## src/rtl/multicycle_controller.sv

```systemverilog
// Main control FSM for the multicycle RV32I core: sequences one instruction at a time through its control steps.
// Latency: 3 cycles (branch, LUI), 4 (R, I, store, JAL, JALR, AUIPC), 5 (load); outputs are combinational from state.
// Backpressure: none; the FSM advances every cycle, and illegal encodings park it in HALT until reset.
// Ports: clk, rst_n (sync, active-low); Instr and ALU flags (Zero, CarryOut, Overflow, Sign) in;
//        datapath strobes (PCWrite, MemWrite, IRWrite, RegWrite), mux selects (AdrSrc, ResultSrc, ALUSrcA/B),
//        ALUControl, ImmSrc, and status (halted, retire) out.
module multicycle_controller #(
  parameter bit HALT_ON_ILLEGAL = 1'b1
) (
  input  logic        clk,
  input  logic        rst_n,
  input  logic [31:0] Instr,
  input  logic        Zero,
  input  logic        CarryOut,
  input  logic        Overflow,
  input  logic        Sign,
  output logic        PCWrite,
  output logic        AdrSrc,
  output logic        MemWrite,
  output logic        IRWrite,
  output logic        RegWrite,
  output logic [1:0]  ResultSrc,
  output logic [1:0]  ALUSrcA,
  output logic [1:0]  ALUSrcB,
  output logic [3:0]  ALUControl,
  output logic [2:0]  ImmSrc,
  output logic        halted,
  output logic        retire
);

  typedef enum logic [3:0] {
    S_FETCH, S_DECODE, S_MEMADR, S_MEMREAD, S_MEMWB, S_MEMWRITE, S_EXEC_R, S_EXEC_I,
    S_ALUWB, S_BRANCH, S_JAL, S_JALR, S_JALWB, S_LUI, S_AUIPC, S_HALT
  } state_t;

  localparam logic [6:0] OP_LOAD  = 7'b0000011;
  localparam logic [6:0] OP_STORE = 7'b0100011;
  localparam logic [6:0] OP_R     = 7'b0110011;
  localparam logic [6:0] OP_I     = 7'b0010011;
  localparam logic [6:0] OP_BR    = 7'b1100011;
  localparam logic [6:0] OP_JAL   = 7'b1101111;
  localparam logic [6:0] OP_JALR  = 7'b1100111;
  localparam logic [6:0] OP_LUI   = 7'b0110111;
  localparam logic [6:0] OP_AUIPC = 7'b0010111;

  localparam logic [3:0] ALU_ADD = 4'b0000, ALU_SUB = 4'b0001, ALU_AND = 4'b0010, ALU_OR  = 4'b0011,
                         ALU_XOR = 4'b0100, ALU_SLT = 4'b0101, ALU_SLTU = 4'b0110, ALU_SLL = 4'b0111,
                         ALU_SRL = 4'b1000, ALU_SRA = 4'b1001;

  state_t state, state_nxt;

  logic [6:0] opcode;
  logic [2:0] funct3;
  logic [6:0] funct7;
  logic       r_illegal;
  logic       br_illegal;
  logic       br_taken;
  logic [3:0] alu_dec;
  logic [2:0] imm_dec;

  assign opcode = Instr[6:0];
  assign funct3 = Instr[14:12];
  assign funct7 = Instr[31:25];

  // Only base-ISA funct7 values are legal; 0x20 qualifies just SUB and SRA.
  assign r_illegal  = ((funct7 != 7'h00) && (funct7 != 7'h20)) ||
                      ((funct7 == 7'h20) && (funct3 != 3'b000) && (funct3 != 3'b101));
  assign br_illegal = (funct3 == 3'b010) || (funct3 == 3'b011);

  // Flags come from A - B evaluated in the BRANCH cycle itself.
  always_comb begin
    br_taken = 1'b0;
    case (funct3)
      3'b000:  br_taken = Zero;
      3'b001:  br_taken = ~Zero;
      3'b100:  br_taken = Sign ^ Overflow;
      3'b101:  br_taken = ~(Sign ^ Overflow);
      3'b110:  br_taken = ~CarryOut;
      3'b111:  br_taken = CarryOut;
      default: br_taken = 1'b0;
    endcase
  end

  // funct3 -> ALU op; Instr[30] selects SUB only for R-type, SRA for both R and I shifts.
  always_comb begin
    alu_dec = ALU_ADD;
    case (funct3)
      3'b000:  alu_dec = ((opcode == OP_R) && Instr[30]) ? ALU_SUB : ALU_ADD;
      3'b001:  alu_dec = ALU_SLL;
      3'b010:  alu_dec = ALU_SLT;
      3'b011:  alu_dec = ALU_SLTU;
      3'b100:  alu_dec = ALU_XOR;
      3'b101:  alu_dec = Instr[30] ? ALU_SRA : ALU_SRL;
      3'b110:  alu_dec = ALU_OR;
      default: alu_dec = ALU_AND;
    endcase
  end

  always_comb begin
    imm_dec = 3'b000;
    case (opcode)
      OP_STORE:         imm_dec = 3'b001;
      OP_BR:            imm_dec = 3'b010;
      OP_JAL:           imm_dec = 3'b011;
      OP_LUI, OP_AUIPC: imm_dec = 3'b100;
      default:          imm_dec = 3'b000;
    endcase
  end

  // State register.
  always_ff @(posedge clk) begin
    if (!rst_n) state <= S_FETCH;
    else        state <= state_nxt;
  end

  // Next-state logic.
  always_comb begin
    state_nxt = state;
    case (state)
      S_FETCH:  state_nxt = S_DECODE;
      S_DECODE: begin
        state_nxt = HALT_ON_ILLEGAL ? S_HALT : S_FETCH;
        case (opcode)
          OP_LOAD, OP_STORE: state_nxt = S_MEMADR;
          OP_R:     if (!r_illegal)  state_nxt = S_EXEC_R;
          OP_I:     state_nxt = S_EXEC_I;
          OP_BR:    if (!br_illegal) state_nxt = S_BRANCH;
          OP_JAL:   state_nxt = S_JAL;
          OP_JALR:  state_nxt = S_JALR;
          OP_LUI:   state_nxt = S_LUI;
          OP_AUIPC: state_nxt = S_AUIPC;
          default:  ;
        endcase
      end
      S_MEMADR:   state_nxt = (opcode == OP_STORE) ? S_MEMWRITE : S_MEMREAD;
      S_MEMREAD:  state_nxt = S_MEMWB;
      S_EXEC_R,
      S_EXEC_I,
      S_JAL,
      S_AUIPC:    state_nxt = S_ALUWB;
      S_JALR:     state_nxt = S_JALWB;
      S_HALT:     state_nxt = S_HALT;
      default:    state_nxt = S_FETCH;   // MEMWB, MEMWRITE, ALUWB, BRANCH, JALWB, LUI
    endcase
  end

  // Output decode.
  always_comb begin
    PCWrite    = 1'b0;
    AdrSrc     = 1'b0;
    MemWrite   = 1'b0;
    IRWrite    = 1'b0;
    RegWrite   = 1'b0;
    ResultSrc  = 2'b00;
    ALUSrcA    = 2'b00;
    ALUSrcB    = 2'b00;
    ALUControl = ALU_ADD;
    ImmSrc     = imm_dec;
    halted     = 1'b0;
    retire     = 1'b0;
    case (state)
      S_FETCH:    begin IRWrite = 1'b1; PCWrite = 1'b1; ALUSrcB = 2'b10; ResultSrc = 2'b10; end
      S_DECODE:   begin ALUSrcA = 2'b01; ALUSrcB = 2'b01; end
      S_MEMADR:   begin ALUSrcA = 2'b10; ALUSrcB = 2'b01; end
      S_MEMREAD:  AdrSrc = 1'b1;
      S_MEMWB:    begin ResultSrc = 2'b01; RegWrite = 1'b1; retire = 1'b1; end
      S_MEMWRITE: begin AdrSrc = 1'b1; MemWrite = 1'b1; retire = 1'b1; end
      S_EXEC_R:   begin ALUSrcA = 2'b10; ALUControl = alu_dec; end
      S_EXEC_I:   begin ALUSrcA = 2'b10; ALUSrcB = 2'b01; ALUControl = alu_dec; end
      S_ALUWB:    begin RegWrite = 1'b1; retire = 1'b1; end
      S_BRANCH:   begin ALUSrcA = 2'b10; ALUControl = ALU_SUB; PCWrite = br_taken; retire = 1'b1; end
      // PC takes the target latched in ALUOut during DECODE while the ALU forms the link value.
      S_JAL:      begin ALUSrcA = 2'b01; ALUSrcB = 2'b10; PCWrite = 1'b1; end
      S_JALR:     begin ALUSrcA = 2'b10; ALUSrcB = 2'b01; ResultSrc = 2'b10; PCWrite = 1'b1; end
      S_JALWB:    begin ALUSrcA = 2'b01; ALUSrcB = 2'b10; ResultSrc = 2'b10; RegWrite = 1'b1; retire = 1'b1; end
      S_LUI:      begin ResultSrc = 2'b11; RegWrite = 1'b1; retire = 1'b1; end
      S_AUIPC:    begin ALUSrcA = 2'b01; ALUSrcB = 2'b01; end
      S_HALT:     halted = 1'b1;
      default:    ;
    endcase
    // Reset blanks every output immediately, not just after the next edge.
    if (!rst_n) begin
      PCWrite    = 1'b0;
      AdrSrc     = 1'b0;
      MemWrite   = 1'b0;
      IRWrite    = 1'b0;
      RegWrite   = 1'b0;
      ResultSrc  = 2'b00;
      ALUSrcA    = 2'b00;
      ALUSrcB    = 2'b00;
      ALUControl = ALU_ADD;
      ImmSrc     = 3'b000;
      halted     = 1'b0;
      retire     = 1'b0;
    end
  end

endmodule

```

## config.mk

```make
export PLATFORM = sky130hd
export DESIGN_NAME = multicycle_controller
export DESIGN_NICKNAME = d
export VERILOG_FILES = /design/src/rtl/multicycle_controller.sv
export SDC_FILE = /design/constraint.sdc
export NUM_CORES = 1
export LEC_CHECK = 0
export BUFFER_PORTS_ARGS = -buffer_cell sky130_fd_sc_hd__buf_2
export CAP_MARGIN = 15
export CELL_PAD_IN_SITES_DETAIL_PLACEMENT = 1
export CELL_PAD_IN_SITES_GLOBAL_PLACEMENT = 1
export CORE_MARGIN = 2
export CORE_UTILIZATION = 25
export DETAILED_ROUTE_END_ITERATION = 8
export GPL_TIMING_DRIVEN = 1
export PLACE_DENSITY = 0.84
export SYNTH_ARGS = -nofsm -noshare
export SYNTH_HDL_FRONTEND = slang
export SYNTH_SLANG_ARGS = --single-unit
```

## constraint.sdc

```tcl
create_clock -name clk -period 1.08 [get_ports clk]
set_input_delay 0.108 -clock clk [delete_from_list [all_inputs] [get_ports clk]]
set_output_delay 0.108 -clock clk [all_outputs]
set_load 0.01 [all_outputs]
```

After elaboration in Yosys (flattened, before gate mapping)
Index checks and enable logic that the tools add are counted.
- bits in registers: 4
- input bits: 38
- output and inout bits: 20
- logic and storage cells: 95
- eq/ne operators: 34
- muxes and demuxes: 33
- bitwise operators: 4
- reduce and logical (&&, ||, !) cells: 23
- operators by type and width (kind ; number):
    4-bit one-hot mux with 7 select lines ; 2
    4-bit == test (second input constant) ; 8
    4-bit one-hot mux with 8 select lines ; 1
    7-bit by 6-bit == test with 1-bit output (second input constant) ; 4
    7-bit == test (second input constant) ; 3
    4-bit by 3-bit == test with 1-bit output (second input constant) ; 4
    1-bit 2-to-1 mux ; 15
    7-bit by 5-bit == test with 1-bit output (second input constant) ; 2
    3-bit == test (second input constant) ; 4
    3-bit one-hot mux with 4 select lines ; 1
    4-bit OR reduction ; 3
    5-bit OR reduction ; 2
    3-bit 2-to-1 mux ; 3
    3-bit OR reduction ; 3
    4-bit by 2-bit == test with 1-bit output (second input constant) ; 2
    4-bit 2-to-1 mux ; 2
    2-bit one-hot mux with 2 select lines ; 2
    4-bit one-hot mux with 2 select lines ; 1
    2-bit OR reduction ; 4
    7-bit by 2-bit == test with 1-bit output (second input constant) ; 1
    7-bit by 6-bit inequality test with 1-bit output (second input constant) ; 1
    7-bit nonzero test ; 1
    3-bit by 2-bit == test with 1-bit output (second input constant) ; 2
    2-bit 2-to-1 mux ; 3
    14 further kinds ; 20

Longest topological paths before layout
Gate-level depths: netlist of the first run.
- depth in word-level cells: 7
- depth in mapped cells: 6
- gate-level depth less buffers: 5

Worst setup path before layout of the first run
No wires, ideal clock.
- kind: register -> output
- start point: register state[0]
- end point: output PCWrite
- data arrival time: 1.286 ns
- path slack: -0.314 ns
- cell stages (with the launch flop): 6
- buffers on the path: 1
- cells stage by stage: dfxtp_1 > buf_6 > or3_4 > nor3b_2 > a41oi_1 > o21ai_1
- cells in the longest elaborated chain, start to end: 4
- elaborated cells on any way between the ends: 7
- classes of those cells: eq/ne (3); mux (2); reduce/logical (2)
- ends and longest elaborated chain (item ; RTL line ; RTL):
    start, declared ; 50 ; state_t state, state_nxt;
    start signal, assigned ; 113 ; else state <= state_nxt;
    4-bit == test or 4-bit zero test (tied branches) ; 161 ; case (state)
    3-bit OR reduction (no source line) ; -- ;
    1-bit one-hot mux with 2 select lines * ; 161 ;
    1-bit 2-to-1 mux * ; 182 ; if (!rst_n) begin
    end, declared ; 17 ; output logic PCWrite,
Mark *: on every way between the ends. The rest lies on a longest branch, timed or not.

Final worst setup path of the first run
- start point: register state[2]
- end point: output PCWrite
Same word-level chain as after synthesis.

==> metrics.txt, run 1 <==
Placer Congestion 0.8819; Synth Area in Simple Gates 0.4205; Core ar. 3416 µm²; maximum vdd drop 0.5642 mV; initial antenna violation count 0; IO Pins 58; IO buf count 42; TritonRoute pass-1 iters 4; drt wl/cell 16.07 µm; worst-path cell chain or3_4 -> nor3b_4 -> a41oi_1 -> o21ai_1 -> buf_2; global route overflow 0; number of distinct library cells after synthesis 48; Reg power frac 0.071; largest register by flop count state; Critical path origin state[2]$_SDFF_PN0_; Worst R2R Start state[3]$_SDFF_PN0_; Switching Fraction 0.4458; Fin. Hold Viols 0; max-slew violation count 0; clk_skew 0.002592 ns; die width 64.45 µm; post-route ant nets 0; failing checks setup timing; die outline area 4153 µm²; share of cells above drive strength 1 0.6622; Syn Area/Cell 7.080 µm²; DP HPWL 2.606 mm; Mapped Nets 167; slowest CP cell or3_4; number of cell rows 21; post-place setup slack -0.2708 ns; Setup WS post-layout -0.5742 ns; # H-tree levels 1; synthesis-to-layout area growth 107.0%; Post-Syn Instances 129; total CTS buffers 3; Synth Flop Type dfxtp_1; Fin Setup TNS -8.928 ns; slowest stage delay, CP 0.41 ns; GR Util All Layers 0.2060; Layout Nets 265; clock share of power 0.045; crit path DAT 1.55 ns; Min-Delay Path Class in2reg; Clock Latency Late Sink 0.25 ns; crit-path max FO 3; combinational power share 0.883; fraction of registers with async set or reset after synthesis 0; Power Dens Cells 2373 nW/µm²; sequential share of the synthesized area 0.08767; root buffer cell clkbuf_4; total leakage power 0.8671 nW; 1st-iter DRT viols 28; warnings from Yosys 0; Slew HR 0.8260; CTS tree yes; outcome finished, violations left; max FFs per register 4; first-pass GRT wire length 6.603 mm; Via-to-Cell Ratio 5.011; Die Span Y 64.45 µm; critical path class reg2out; Hold Buf Count CTS 0; vias in the first global route 1424; # diodes 0; mux cell area share after synthesis 0.02192; fmax 604.5 MHz; Synth Area in Compound Gates 0.2315; internal cell power 2.486 mW; detailed-route via count 1358; #FFs+latches synth 4; starting density of the core 0.2674; final wirelength 4.355 mm; RSZ-0062 raised after global routing true; Longest Clk Path Bufs 2; CP Launch Type flop; Adder-Cell Fraction of Synth Area 0.01233; synthesized cell area 913.4 µm²; P_sw 2.000 mW; fin crit share 1.532; Hold Crit Start rst_n; DR DRC count 0; largest net degree at the start of global routing 12; Worst Path Required 0.97 ns; final setup fails 22; XOR/XNOR Fraction of Synth Area 0.09589; Regs by FF count state (4); Tmin final 1.654 ns; largest family of logic cells by synthesized area simple AND/OR/NAND/NOR gates; final std cells w/o fill 271; post-placement cell count 246; Sink Count 4; Setup crit end kind primary output; total chip power 4.485 mW; number of synthesized flops with an enable pin 0; CTS clock-pin slew for the worst setup and hold paths 0.04 ns; max cap viols 0; Worst Max-Slew Pin Slew 0.2573 ns
[metrics by stage]
stage	hold slack, ns	instance area [µm²]	utilization
after global routing	0.2470	1891	0.5535
final	0.2300	1891	0.5535
after detailed placement	0.4714	1416	0.4147
after CTS	0.2160	1787	0.5231
after floorplan	0.2836	953.4	-
after global placement	0.4681	1416	0.4147
[routing by layer]
metal / vias up / share of wire / global-route usage
met4: 0 / 0.033 / 0.1090
met3: 9 / 0.028 / 0.01215
met2: 41 / 0.56 / 0.4128
met5: - / 0 / 0
li1: 658 / - / -
met1: 650 / 0.38 / 0.2104
[area by class of cell]
type / instances / area, µm²
Inverter: 4 / 17.52
Sequential cell: 4 / 90.09
Fill cell: 440 / 1525
Timing Repair Buffer: 105 / 787.0
Clock buffer: 3 / 22.52
Multi-Input combinational cell: 109 / 915.9
Tap cell: 46 / 57.56
[timing repair]
action,in CTS,in global routing
resized for setup,46,18
pin swaps,19,12
endpoints found under the setup margin,23,23
buffers inserted,17,8
[Yosys cell counts, drive strengths merged (5+ instances only)]
| master | n | share of area |
|---|---|---|
| a21oi | 8 | 0.044 |
| a31oi | 6 | 0.041 |
| buf | 9 | 0.079 |
| nand2 | 7 | 0.029 |
| nand3 | 7 | 0.038 |
| nor2 | 12 | 0.052 |
| nor2b | 9 | 0.064 |
| nor3b | 5 | 0.047 |
| o21ai | 8 | 0.048 |
| xnor2 | 5 | 0.048 |
| xor2 | 5 | 0.048 |
[cells by family (layout without fill, tap and decap cells)]
family,Yosys count,after routing
AND/OR/NAND/NOR,63,63
AO/OA/AOI/OAI,33,33
buffers and inverters,16,112
XOR/XNOR,10,10
flip-flops,4,4
multiplexers,2,2
adder cells (fa/ha/maj),1,1
[final timing paths]
| kind | depth (start not counted) | endpoint | slack, ns |
|---|---|---|---|
| worst max-delay path | 5 | PCWrite | -0.57 |
| worst min-delay path | 3 | state[0]$_SDFF_PN0_ | 0.23 |
| worst max register to register | 9 | state[0]$_SDFF_PN0_ | -0.41 |
| worst min register to register | 4 | state[0]$_SDFF_PN0_ | 0.79 |
[placed cells by master, fill, tap and decap left out, types with 4 or more instances in the layout]
cell type   n
xor2_1      5
nand3_1     6
nor2b_1     7
a31oi_1     5
nand2_1     6
buf_6      17
buf_2      39
buf_4      46
nor2_1      6
a21oi_1     4
xnor2_1     4
[worst max-delay path: cells and delay by family, from the launching register on]
family,cells,cell delay [ns]
DFF,1,0.34
AOI/OAI and AO/OA,2,0.18
and+or+nand+nor,2,0.64
buffers and inverters,1,0.14
[power groups by stage]
stage,sequential [mW],combinational (mW),clock (mW)
floorplan,0.269,1.42,0
global placement,0.295,2.18,0
detailed placement,0.301,2.26,0
CTS,0.318,3.36,0.212
global route,0.325,4.19,0.220
finish,0.320,3.96,0.203
Power figures use the tool's default switching activity.
==> inputs of run 2 (changes only) <==
Settings changed: SKIP_CTS_REPAIR_TIMING set to 1.
==> metrics.txt, run 2 (synthesis results as in run 1) <==
CTS tree yes; TritonRoute pass-1 iters 4 (unchanged); most frequent cells in the layout buf_4, buf_2, buf_6; GR Util All Layers 0.1540 (-0.05198); fmax 610.9 MHz (+1.1%); Setup crit end kind primary output; initial antenna violation count 0 (unchanged); number of cell rows 21 (unchanged); global route overflow 0 (unchanged); largest register by flop count state; outcome finished, violations left; Fin. Hold Viols 0 (unchanged); Layout Nets 257 (-3.0%); Clock Latency Late Sink 0.26 ns (about the same); root buffer cell clkbuf_4; Power Dens Cells 2156 nW/µm² (-9.1%); share of cells above drive strength 1 0.6267 (-0.03549); Regs by FF count state (4); die width 64.45 µm (unchanged); Fin Setup TNS -7.246 ns (+1.682 ns); max cap viols 0 (unchanged); Slew HR 0.8215 (-0.004526); critical path class reg2out; slowest CP cell or3_4; maximum vdd drop 0.5612 mV (-0.53%); Setup WS post-layout -0.5569 ns (+0.01722 ns); Worst Max-Slew Pin Slew 0.2640 ns (+0.006694 ns); DR DRC count 0 (unchanged); critical path's top delay family simple AND/OR/NAND/NOR gates; IO buf count 42 (unchanged); # H-tree levels 1 (unchanged); Min-Delay Path Class in2reg; drt wl/cell 13.96 µm (-13%); slowest stage delay, CP 0.39 ns (-0.02 ns); Sink Count 4 (unchanged); starting density of the core 0.2674 (unchanged); final setup fails 22 (unchanged); crit-path max FO 5 (+2); post-route ant nets 0 (unchanged); synthesis-to-layout area growth 87.81%; fin util 0.5022 (-0.05128); total leakage power 0.8023 nW (-7.5%); Core ar. 3416 µm² (unchanged); Bufs and invs on worst path 1 (unchanged); worst-path cell chain or3_4 -> a21oi_1 -> a31oi_1 -> nor2b_1 -> buf_2; detailed-route via count 1293 (-4.8%); first-pass GRT wire length 4.995 mm (-24%); fin crit share 1.516 (-0.01595); fillcell total 453 (+3.0%); largest net degree at the start of global routing 12 (unchanged); Longest Clk Path Bufs 2 (unchanged); max FFs per register 4 (unchanged); die outline area 4153 µm² (unchanged); # diodes 0 (unchanged); Tmin final 1.637 ns (-0.01722 ns); most common cell after layout, fill and taps aside buf_4; vias in the first global route 1165 (-18%); Via-to-Cell Ratio 4.916 (-1.9%); DP HPWL 2.606 mm (unchanged); total chip power 3.698 mW (-18%); max-slew violation count 0 (unchanged); CP Launch Type flop; Die Span Y 64.45 µm (unchanged); total CTS buffers 3 (unchanged); crit path DAT 1.53 ns (-0.02 ns); Post-Place Cell Area 1416 µm² (unchanged); failing checks setup timing; Worst Path Required 0.97 ns (about the same); clk_skew 0.008053 ns (+0.005460 ns); CTS clock-pin slew for the worst setup and hold paths 0.04 ns (about the same); final wirelength 3.672 mm (-16%); 1st-iter DRT viols 25 (-11%); RSZ-0062 raised after global routing true; design area 1715 µm² (-9.3%); IO Pins 58 (unchanged); Placer Congestion 0.8819 (unchanged)
-- run 2: cell count changes in the layout (fill, tap and decap cells not counted), moves of 2 or more --
cell     previous run  this run
buf_6              17        13
a21oi_1             4         6
buf_12              2         0
buf_4              46        44
-- run 2: worst min-delay path, stage by stage --
cell and delay (ns):
buf_2 0.17, nand2_1 0.09, a31oi_2 0.04
-- run 2: where the power goes --
group / total [mW] / switching [mW] / internal [mW]
Combinational: 3.15 / 1.45 / 1.70
Clock: 0.210 / 0.0839 / 0.126
Sequential: 0.335 / 0.0828 / 0.252
-- run 2: metrics by stage --
step,setup slack (ns),std cells,hold WS (ns)
after global routing,-0.5932,263,0.2393
after CTS,-0.5390,249,0.2088
after detailed placement,-0.2708,246,0.4714
after floorplan,-0.2699,129,0.2836
final,-0.5569,263,0.2156
after global placement,-0.2396,246,0.4681
-- run 2: path summary, 6_finish.rpt --
path | startpoint | slack [ns] | endpoint | depth (start not counted)
hold reg to reg | state[1]$_SDFF_PN0_ | 0.76 | state[0]$_SDFF_PN0_ | 4
hold / removal | rst_n | 0.22 | state[0]$_SDFF_PN0_ | 3
setup reg to reg | state[3]$_SDFF_PN0_ | -0.26 | state[2]$_SDFF_PN0_ | 6
setup / recovery | state[2]$_SDFF_PN0_ | -0.56 | ResultSrc[1] | 5
-- run 2: routing by layer --
| metal | part of all wire | wire (µm) | global-route usage |
|---|---|---|---|
| met5 | 0 | 0 | 0 |
| met4 | 0.030 | 109 | 0.08777 |
| met3 | 0.033 | 120 | 0.01042 |
| met2 | 0.54 | 1994 | 0.2865 |
| met1 | 0.39 | 1447 | 0.1719 |
-- run 2: cell type report --
class / instances / area, µm² / area share
Clock buffer: 3 / 22.52 / 0.01313
Inverter: 4 / 15.01 / 0.008753
Multi-Input combinational cell: 109 / 843.3 / 0.4916
Sequential cell: 4 / 90.09 / 0.05252
Tap cell: 46 / 57.56 / 0.03355
Timing Repair Buffer: 97 / 686.9 / 0.4004
==> inputs of run 3 (changes only) <==
Settings changed: CORE_UTILIZATION 25 to 30, PLACE_DENSITY 0.84 to 0.94.
Clock period 1.08 ns to 2 ns, I/O delays scaled along.
==> metrics.txt, run 3 (synthesis results as in run 1) <==
outcome finished clean; fin crit share 0.9102; first-pass GRT wire length 4.505 mm (-9.8%); fmax 549.3 MHz; # diodes 0 (unchanged); Worst Path Required 1.80 ns (+0.83 ns); critical path class reg2out; initial antenna violation count 0 (unchanged); Reg power frac 0.210 (+0.119); CTS clock-pin slew for the worst setup and hold paths 0.04 ns (about the same); IO buf count 42 (unchanged); max FFs per register 4 (unchanged); Fin Setup TNS 0 ns (+7.246 ns); drt wl/cell 12.75 µm (-8.7%); most frequent cells in the layout buf_2, nor2_1, nor2b_1, a21oi_1; Placer Congestion 0.8019 (-9.1%); Slew HR 0.6820 (-0.1395); Layout Nets 204 (-21%); detailed-route via count 1063 (-18%); number of cell rows 20 (-4.8%); Die Span Y 59.18 µm (-8.2%); post-route ant nets 0 (unchanged); IO Pins 58 (unchanged); Sink Count 4 (unchanged); Core ar. 2978 µm² (-13%); CP Launch Type flop; total chip power 1.133 mW (-69%); Min-Delay Path Class in2reg; die width 59.18 µm (-8.2%); Setup crit end kind primary output; Longest Clk Path Bufs 2 (unchanged); final setup fails 0 (-100%); clock share of power 0.090 (+0.033); TritonRoute pass-1 iters 4 (unchanged); die outline area 3502 µm² (-16%); crit path DAT 1.62 ns (+0.09 ns); DR DRC count 0 (unchanged); share of cells above drive strength 1 0.3476 (-0.2792); # H-tree levels 1 (unchanged); combinational power share 0.700 (-0.153); synthesis-to-layout area growth 20.41%; most common cell after layout, fill and taps aside buf_2; Regs by FF count state (4); global route overflow 0 (unchanged); max cap viols 0 (unchanged); max-slew violation count 0 (unchanged); Clock Latency Late Sink 0.24 ns (-0.02 ns); Fin. Hold Viols 0 (unchanged); root buffer cell clkbuf_4; total leakage power 0.4928 nW (-39%); largest register by flop count state; vias in the first global route 1031 (-12%); maximum vdd drop 0.2443 mV (-56%); GR Util All Layers 0.1614 (+0.007392); internal cell power 0.5535 mW (-73%); Via-to-Cell Ratio 5.396 (+9.8%); P_sw 0.5799 mW (-64%); CTS tree yes; clk_skew 0.001653 ns (-0.006400 ns); starting density of the core 0.3067 (+0.03932); crit-path max FO 11 (+6); total CTS buffers 3 (unchanged); largest net degree at the start of global routing 22 (+10); Worst Max-Slew Pin Slew 0.4763 ns (+0.2123 ns); Switching Fraction 0.5117 (+0.07483); DP HPWL 2.024 mm (-22%); RSZ-0062 raised after global routing false; Tmin final 1.820 ns; 1st-iter DRT viols 18 (-28%); final wirelength 2.512 mm (-32%); Power Dens Cells 1030 nW/µm² (-52%)
[run 3: per-stage QoR]
step                cells  setup WS (ns)  hold WS (ns)  area (µm²)    util
floorplan             129         0.5137        0.3758       913.4       -
global placement      194         0.3917        0.5678        1076  0.3613
detailed placement    194         0.3660        0.5884        1076  0.3613
CTS                   197         0.1016        0.3464        1099  0.3689
global route          197        0.01402        0.3757        1100  0.3693
finish                197         0.1795        0.3475        1100  0.3693
[run 3: path summary, 6_finish.rpt]
kind,cells past startpoint,endpoint,from,slack (ns)
worst max register to register,4,state[2]$_SDFF_PN0_,state[3]$_SDFF_PN0_,0.65
worst max-delay path,5,PCWrite,state[0]$_SDFF_PN0_,0.18
worst min-delay path,3,state[0]$_SDFF_PN0_,rst_n,0.35
worst min register to register,2,state[0]$_SDFF_PN0_,state[2]$_SDFF_PN0_,0.67
[run 3: layer usage]
metal	vias to the layer above	global-route usage	share of wire
met5	-	0	0
met4	0	0.06818	0.018
met3	5	0.006550	0.041
met2	33	0.2937	0.48
met1	483	0.1963	0.46
li1	542	-	-
[run 3: critical path, stage by stage, from the launching register on]
cell     delay (ns)
dfxtp_1        0.41
or3_4          0.46
nor3b_2        0.21
a41oi_1        0.06
o21ai_1        0.10
buf_2          0.14
[run 3: layout make-up]
class | count | area (µm²)
Clock buffer | 3 | 22.52
Multi-Input combinational cell | 109 | 714.4
Inverter | 4 | 15.01
Timing Repair Buffer | 44 | 225.2
Fill cell | 413 | 1878
Sequential cell | 4 | 81.33
Tap cell | 33 | 41.29
[run 3: power groups by stage]
stage	Combinational, mW	Clock (mW)	Sequential [mW]
after floorplan	0.720	0	0.139
after global placement	0.767	0	0.230
after detailed placement	0.795	0	0.234
after CTS	0.798	0.103	0.232
after global routing	0.904	0.112	0.255
final	0.793	0.102	0.238
